**config.mk**
```make
export PLATFORM = sky130hd
export DESIGN_NAME = vram_port_arbiter
export DESIGN_NICKNAME = d
export VERILOG_FILES = /design/src/rtl/vram_port_arbiter.sv
export SDC_FILE = /design/constraint.sdc
export NUM_CORES = 1
export LEC_CHECK = 0
export ABC_AREA = 1
export CORE_MARGIN = 4
export CORE_UTILIZATION = 48
export DETAILED_ROUTE_END_ITERATION = 7
export GPL_TIMING_DRIVEN = 0
export PLACE_DENSITY = 0.83
export SYNTH_ARGS = -nofsm -noshare
export SYNTH_HDL_FRONTEND = slang
export SYNTH_SLANG_ARGS = --single-unit
```
**constraint.sdc**
```tcl
create_clock -name clk -period 1.5 [get_ports clk]
set_clock_uncertainty 0.05 [all_clocks]
set_input_delay 0.375 -clock clk [delete_from_list [all_inputs] [get_ports clk]]
set_output_delay 0.375 -clock clk [all_outputs]
set_load 0.1 [all_outputs]
```
**src/rtl/vram_port_arbiter.sv**
```systemverilog
// Frame-RAM arbiter: VGA fetch (highest priority), clear engine, then the update port.
// Define VRAM_ARB_STATS_EN to enable the stall_cnt statistics counter.
`timescale 1ns/1ps
module vram_port_arbiter #(
   parameter int DATA_W = 32,
   parameter int ADDR_W = 15,
   parameter int H_RES = 160,
   parameter int V_RES = 120,
   parameter int RD_LAT = 1,
   parameter logic [DATA_W-1:0] CLEAR_VAL = '0
) (
   input  logic              clk,
   input  logic              rst,
   input  logic              vga_req,
   input  logic [9:0]        vga_x,
   input  logic [9:0]        vga_y,
   output logic              vga_rvalid,
   output logic [DATA_W-1:0] vga_rdata,
   input  logic              req_valid,
   output logic              req_ready,
   input  logic              req_we,
   input  logic [ADDR_W-1:0] req_addr,
   input  logic [DATA_W-1:0] req_wdata,
   output logic              rsp_valid,
   output logic [DATA_W-1:0] rsp_rdata,
   input  logic              clear_start,
   output logic              clear_busy,
   output logic              clear_done,
   output logic [ADDR_W-1:0] ram_addr,
   output logic              ram_we,
   output logic [DATA_W-1:0] ram_wdata,
   input  logic [DATA_W-1:0] ram_q,
   output logic [15:0]       stall_cnt
);
   localparam int DEPTH = H_RES * V_RES;
   localparam logic [ADDR_W-1:0] LAST_ADDR = ADDR_W'(DEPTH - 1);

   typedef enum logic {IDLE, CLEAR} state_t;
   state_t state, state_nxt;

   logic [ADDR_W-1:0] clr_addr;
   logic [ADDR_W-1:0] vga_lin;
   logic              vga_in_range, req_in_range;
   logic              slot_rd, slot_we, slot_vga, slot_zero, clear_take, clear_last;
   logic [ADDR_W-1:0] slot_addr;
   logic [DATA_W-1:0] slot_wdata;
   logic              s0_rd, s0_we, s0_vga, s0_zero;
   logic [ADDR_W-1:0] s0_addr;
   logic [DATA_W-1:0] s0_wdata;
   logic [RD_LAT:0]   tag_rd, tag_vga, tag_zero;

   assign vga_lin      = ADDR_W'(32'(vga_y) * 32'(H_RES) + 32'(vga_x));
   assign vga_in_range = (32'(vga_x) < 32'(H_RES)) && (32'(vga_y) < 32'(V_RES));
   assign req_in_range = 32'(req_addr) < 32'(DEPTH);
   assign clear_last   = clear_take && (clr_addr == LAST_ADDR);

   always_ff @(posedge clk or negedge rst) begin
      if (!rst) state <= IDLE;
      else      state <= state_nxt;
   end

   always_comb begin
      state_nxt = state;
      case (state)
         IDLE:  if (clear_start) state_nxt = CLEAR;
         CLEAR: if (clear_last)  state_nxt = IDLE;
      endcase
   end

   always_comb begin
      clear_busy = (state == CLEAR);
      req_ready  = (state == IDLE) && !vga_req;
   end

   // One slot per cycle; out-of-range reads still occupy a slot so their latency stays fixed.
   always_comb begin
      slot_rd    = 1'b0;
      slot_we    = 1'b0;
      slot_vga   = 1'b0;
      slot_zero  = 1'b0;
      clear_take = 1'b0;
      slot_addr  = clr_addr;
      slot_wdata = CLEAR_VAL;
      if (vga_req) begin
         slot_rd   = 1'b1;
         slot_vga  = 1'b1;
         slot_zero = !vga_in_range;
         slot_addr = vga_lin;
      end else if (state == CLEAR) begin
         slot_we    = 1'b1;
         clear_take = 1'b1;
      end else if (req_valid) begin
         slot_addr  = req_addr;
         slot_wdata = req_wdata;
         if (req_we) begin
            slot_we = req_in_range;
         end else begin
            slot_rd   = 1'b1;
            slot_zero = !req_in_range;
         end
      end
   end

   always_ff @(posedge clk or negedge rst) begin
      if (!rst) begin
         clr_addr   <= '0;
         clear_done <= 1'b0;
      end else begin
         clear_done <= clear_last;
         if (state == IDLE && clear_start) clr_addr <= '0;
         else if (clear_take)              clr_addr <= clr_addr + ADDR_W'(1);
      end
   end

   // Grant stage, then the registered RAM port one cycle later.
   always_ff @(posedge clk or negedge rst) begin
      if (!rst) begin
         s0_rd     <= 1'b0;
         s0_we     <= 1'b0;
         s0_vga    <= 1'b0;
         s0_zero   <= 1'b0;
         s0_addr   <= '0;
         s0_wdata  <= '0;
         ram_addr  <= '0;
         ram_we    <= 1'b0;
         ram_wdata <= '0;
      end else begin
         s0_rd    <= slot_rd;
         s0_we    <= slot_we;
         s0_vga   <= slot_vga;
         s0_zero  <= slot_zero;
         s0_addr  <= slot_addr;
         s0_wdata <= slot_wdata;
         ram_we   <= s0_we;
         if (s0_we || (s0_rd && !s0_zero)) ram_addr  <= s0_addr;
         if (s0_we)                         ram_wdata <= s0_wdata;
      end
   end

   // Read tags follow each read to the cycle its ram_q word is ready to capture.
   always_ff @(posedge clk or negedge rst) begin
      if (!rst) begin
         tag_rd     <= '0;
         tag_vga    <= '0;
         tag_zero   <= '0;
         vga_rvalid <= 1'b0;
         vga_rdata  <= '0;
         rsp_valid  <= 1'b0;
         rsp_rdata  <= '0;
      end else begin
         tag_rd     <= {tag_rd[RD_LAT-1:0], s0_rd};
         tag_vga    <= {tag_vga[RD_LAT-1:0], s0_vga};
         tag_zero   <= {tag_zero[RD_LAT-1:0], s0_zero};
         vga_rvalid <= tag_rd[RD_LAT] && tag_vga[RD_LAT];
         rsp_valid  <= tag_rd[RD_LAT] && !tag_vga[RD_LAT];
         if (tag_rd[RD_LAT] && tag_vga[RD_LAT])
            vga_rdata <= tag_zero[RD_LAT] ? '0 : ram_q;
         if (tag_rd[RD_LAT] && !tag_vga[RD_LAT])
            rsp_rdata <= tag_zero[RD_LAT] ? '0 : ram_q;
      end
   end

`ifdef VRAM_ARB_STATS_EN
   logic [15:0] stall_q;

   always_ff @(posedge clk or negedge rst) begin
      if (!rst)                                               stall_q <= '0;
      else if (req_valid && !req_ready && stall_q != 16'hFFFF) stall_q <= stall_q + 16'd1;
   end

   assign stall_cnt = stall_q;
`else
   assign stall_cnt = '0;
`endif

endmodule

```
==> results.toml <==
[power_and_ir_drop]
switching_power_mw = 6.42
p_comb_frac = 0.347
power.share.sequential = 0.372
power_density_nw_per_um2 = 1340
switching_share = 0.392
peakVddDrop_v = 0.000822
cellLeakagePower_nw = 6.22
power.internal_mw = 9.96
clkPwrFrac = 0.281

[run]
drv_cap = 0

[clock_tree]
clock_tree.root_cell = "clkbuf_16"
cts_buffers = 17
clockBufferDepth = 2
clkTransAtPathRegs_ns = 0.07
cts_tree = "done"
clock_latency_ns = 0.42
clock_sinks = 188
htree_levels = 4

[finish]
fin_area_um2 = 12200
nNetsFinal = 1292
fillCellCount = 1088
area_growth_pct = 48.6
seq_area_um2 = 4710
multiInputGateArea_um2 = 3260
final_common_cell = "nand2_1"
final_layout_size_suffix_gt1_frac = 0.261
utilization = 0.732
final-instance-count-excl-fill = 1399
final_cell_mix = "nand2_1 (287), dfrtp_1 (186), clkdlybuf4s50_1 (95)"

[run_status]
failed_checks = "hold timing, setup timing"
status = "complete, but fails checks"

[floorplan]
coreArea_um2 = 16700
initial_core_util = 0.493
row_count = 47
io_pins = 238
die_w_um = 139
fp.dieArea_um2 = 19300
die_h_um = 139

[hold_path]
hold_class = "in -> async"

[synthesis]
synth_edf_count = 0
ys.flop_type = "dfrtp_1"
syn-mean-instance-area_um2 = 9.21
synthArstFlopShare = 1.00
syn-cell-area_um2 = 8230
netlist.area_leader.share = 0.572
synth_warnings = 0
synth_seq_area_share = 0.572
synth_area_leaders = "dfrtp_1 (57%), nand2_1 (13%), mux2_2 (6.4%), nor2_1 (4.0%), inv_1 (3.9%)"
yosysTopAreaCell = "dfrtp_1"
ys_ff_latch = 188
syn_inst = 894
yosysUniqueCellTypes = 35

[drt]
viasPerCell = 4.93
dr.pass1.iters = 5
wl_um = 22000
vias = 6891
drc = 0
wire_per_inst_um = 15.7
drtIter0Drc = 386
ant_nets = 0

[sta]
setup_ws_ns = -0.670
tightest_slew_ns = 0.655
slew_headroom = 0.564
timing.hold.ws_ns = -0.0930
period_share = 1.45
grt_setup_unrepaired = "true"
slew_viol_final = 0
final_hold_viol_count = 90
setup_viol = 8
min_period_ns = 2.17
clock.fmax_mhz = 461

[critical_path]
cp-end-kind = "register"
worstSetupPathType = "in -> reg"
crit_chain = "buf_8, ha_4, ha_4, fa_2, ha_4, nand2_4, nor2_4, nand2_2, nand3_4, nand3_2, nor2_2, buf_4, o22ai_1"
critPathMostFrequentCell = "ha_4"
rrSetupSlack_ns = 0.03
cpLargestDelayFamily = "adder cells"
start_kind = "input pin"
critPathSlowestCell = "fa_2"
arrival_ns = 2.42
crit_required_ns = 1.75
reg2reg_from = "clr_addr[3]"
crit_buf_inv = 2
cp_max_fo = 4
max_stage_delay_ns = 0.48
cp-startpoint = "vga_y[1]"

[grt]
grt_max_degree = 99
grtUsageTotal = 0.221
antenna_found_initial = 1
grt-ovfl-total = 0
grt_pass1_vias = 6862
grt_pass1_wl_um = 34600

[placement]
dp.cells = 1351
pre_cts_ws_ns = -1.60
io_buffers = 221
gp_congestion = 0.844
postPlaceCellArea_um2 = 10900
place_hpwl_um = 15500
[flip-flops by register name, indices dropped and copies added, names as in the netlist, 2 cells and up]
signal	flops
vga_rdata	32
s0_addr	15
clr_addr	15
tag_rd	2
s0_wdata	32
ram_addr	15
rsp_rdata	32
ram_wdata	32
tag_zero	2
tag_vga	2
[path summary, 6_finish.rpt]
path                           endpoint  cells past startpoint
max                         s0_addr[12]                     13
min                        rsp_rdata[4]                      1
max reg2reg                clr_addr[14]                     10
min reg2reg                 tag_zero[1]                      0
max in group asynchronous   clr_addr[2]                      2
min in group clk                 s0_vga                      1
[power by group through the flow]
| stage | registers, mW | clock network [mW] | logic (mW) |
|---|---|---|---|
| floorplan | 8.32 | 0 | 1.44 |
| global placement | 6.04 | 0 | 5.13 |
| detailed placement | 6.05 | 0 | 5.22 |
| CTS | 6.02 | 4.71 | 5.38 |
| global route | 6.13 | 4.95 | 5.96 |
| finish | 6.09 | 4.61 | 5.68 |
[stage by stage]
step                TNS [ns]  power [mW]
floorplan              -4.12        9.76
global placement    -1496.68        11.2
detailed placement    -80.46        11.3
CTS                    -2.93        16.1
global route           -3.99        17.0
finish                 -3.21        16.4
[cells in the mapped netlist (4+ instances only)]
cell type / instances
dfrtp_1: 188
nand4_1: 7
buf_2: 7
ha_1: 19
inv_1: 85
mux2_2: 47
o21ai_0: 44
nand3_1: 25
buf_1: 5
clkbuf_1: 20
nand3b_1: 4
nor2_1: 87
buf_4: 16
a21oi_1: 14
o22ai_1: 5
nand2_1: 294
[worst register-to-register path, cell delays in order (launching register included)]
cell and delay [ns]:
dfrtp_1 0.38, nand2_1 0.09, inv_2 0.09, nand3_4 0.10, nor2_4 0.17, nand4_1 0.12
nor2_1 0.17, nand2_1 0.07, o21ai_1 0.08, nand2_1 0.07, inv_1 0.04
[layout make-up]
class,count,share of cell area
clock inverters,13,0.0139
plain buffers,50,0.0255
flip-flops and latches,188,0.385
diodes,1,0.000205
repair buffers,238,0.223
multi-input cells,584,0.267
clock buffers,18,0.0359
well taps,220,0.0225
inverters,87,0.0269
[routing by layer]
| metal | routed length [um] | vias to the layer above | GRT usage |
|---|---|---|---|
| li1 | - | 3323 | - |
| met1 | 8610 | 3255 | 0.268 |
| met2 | 11300 | 265 | 0.386 |
| met3 | 1400 | 48 | 0.0538 |
| met4 | 675 | 0 | 0.0788 |
| met5 | 0 | - | 0 |
[logic make-up (layout without fill, tap and decap cells)]
| family | after synthesis | in the layout | share of synthesized area |
|---|---|---|---|
| xor+xnor | 3 | 3 | 0.00411 |
| flops | 188 | 188 | 0.572 |
| buf+inv | 137 | 406 | 0.0727 |
| fa+ha+maj | 21 | 21 | 0.0337 |
| other cells | 1 | 17 | 0.000456 |
| compound gates | 70 | 70 | 0.0458 |
| mux | 48 | 48 | 0.0655 |
| simple gates | 426 | 426 | 0.206 |
[repair_timing]
item | 4_1_cts | 5_1_grt
gates cloned | 1 | 0
pin swaps | 16 | 22
endpoints found under the hold margin | 90 | 90
gates resized for setup | 874 | 106
endpoints found under the setup margin | 193 | 146
buffers inserted | 4 | 11
(Power assumes the default switching activity.)
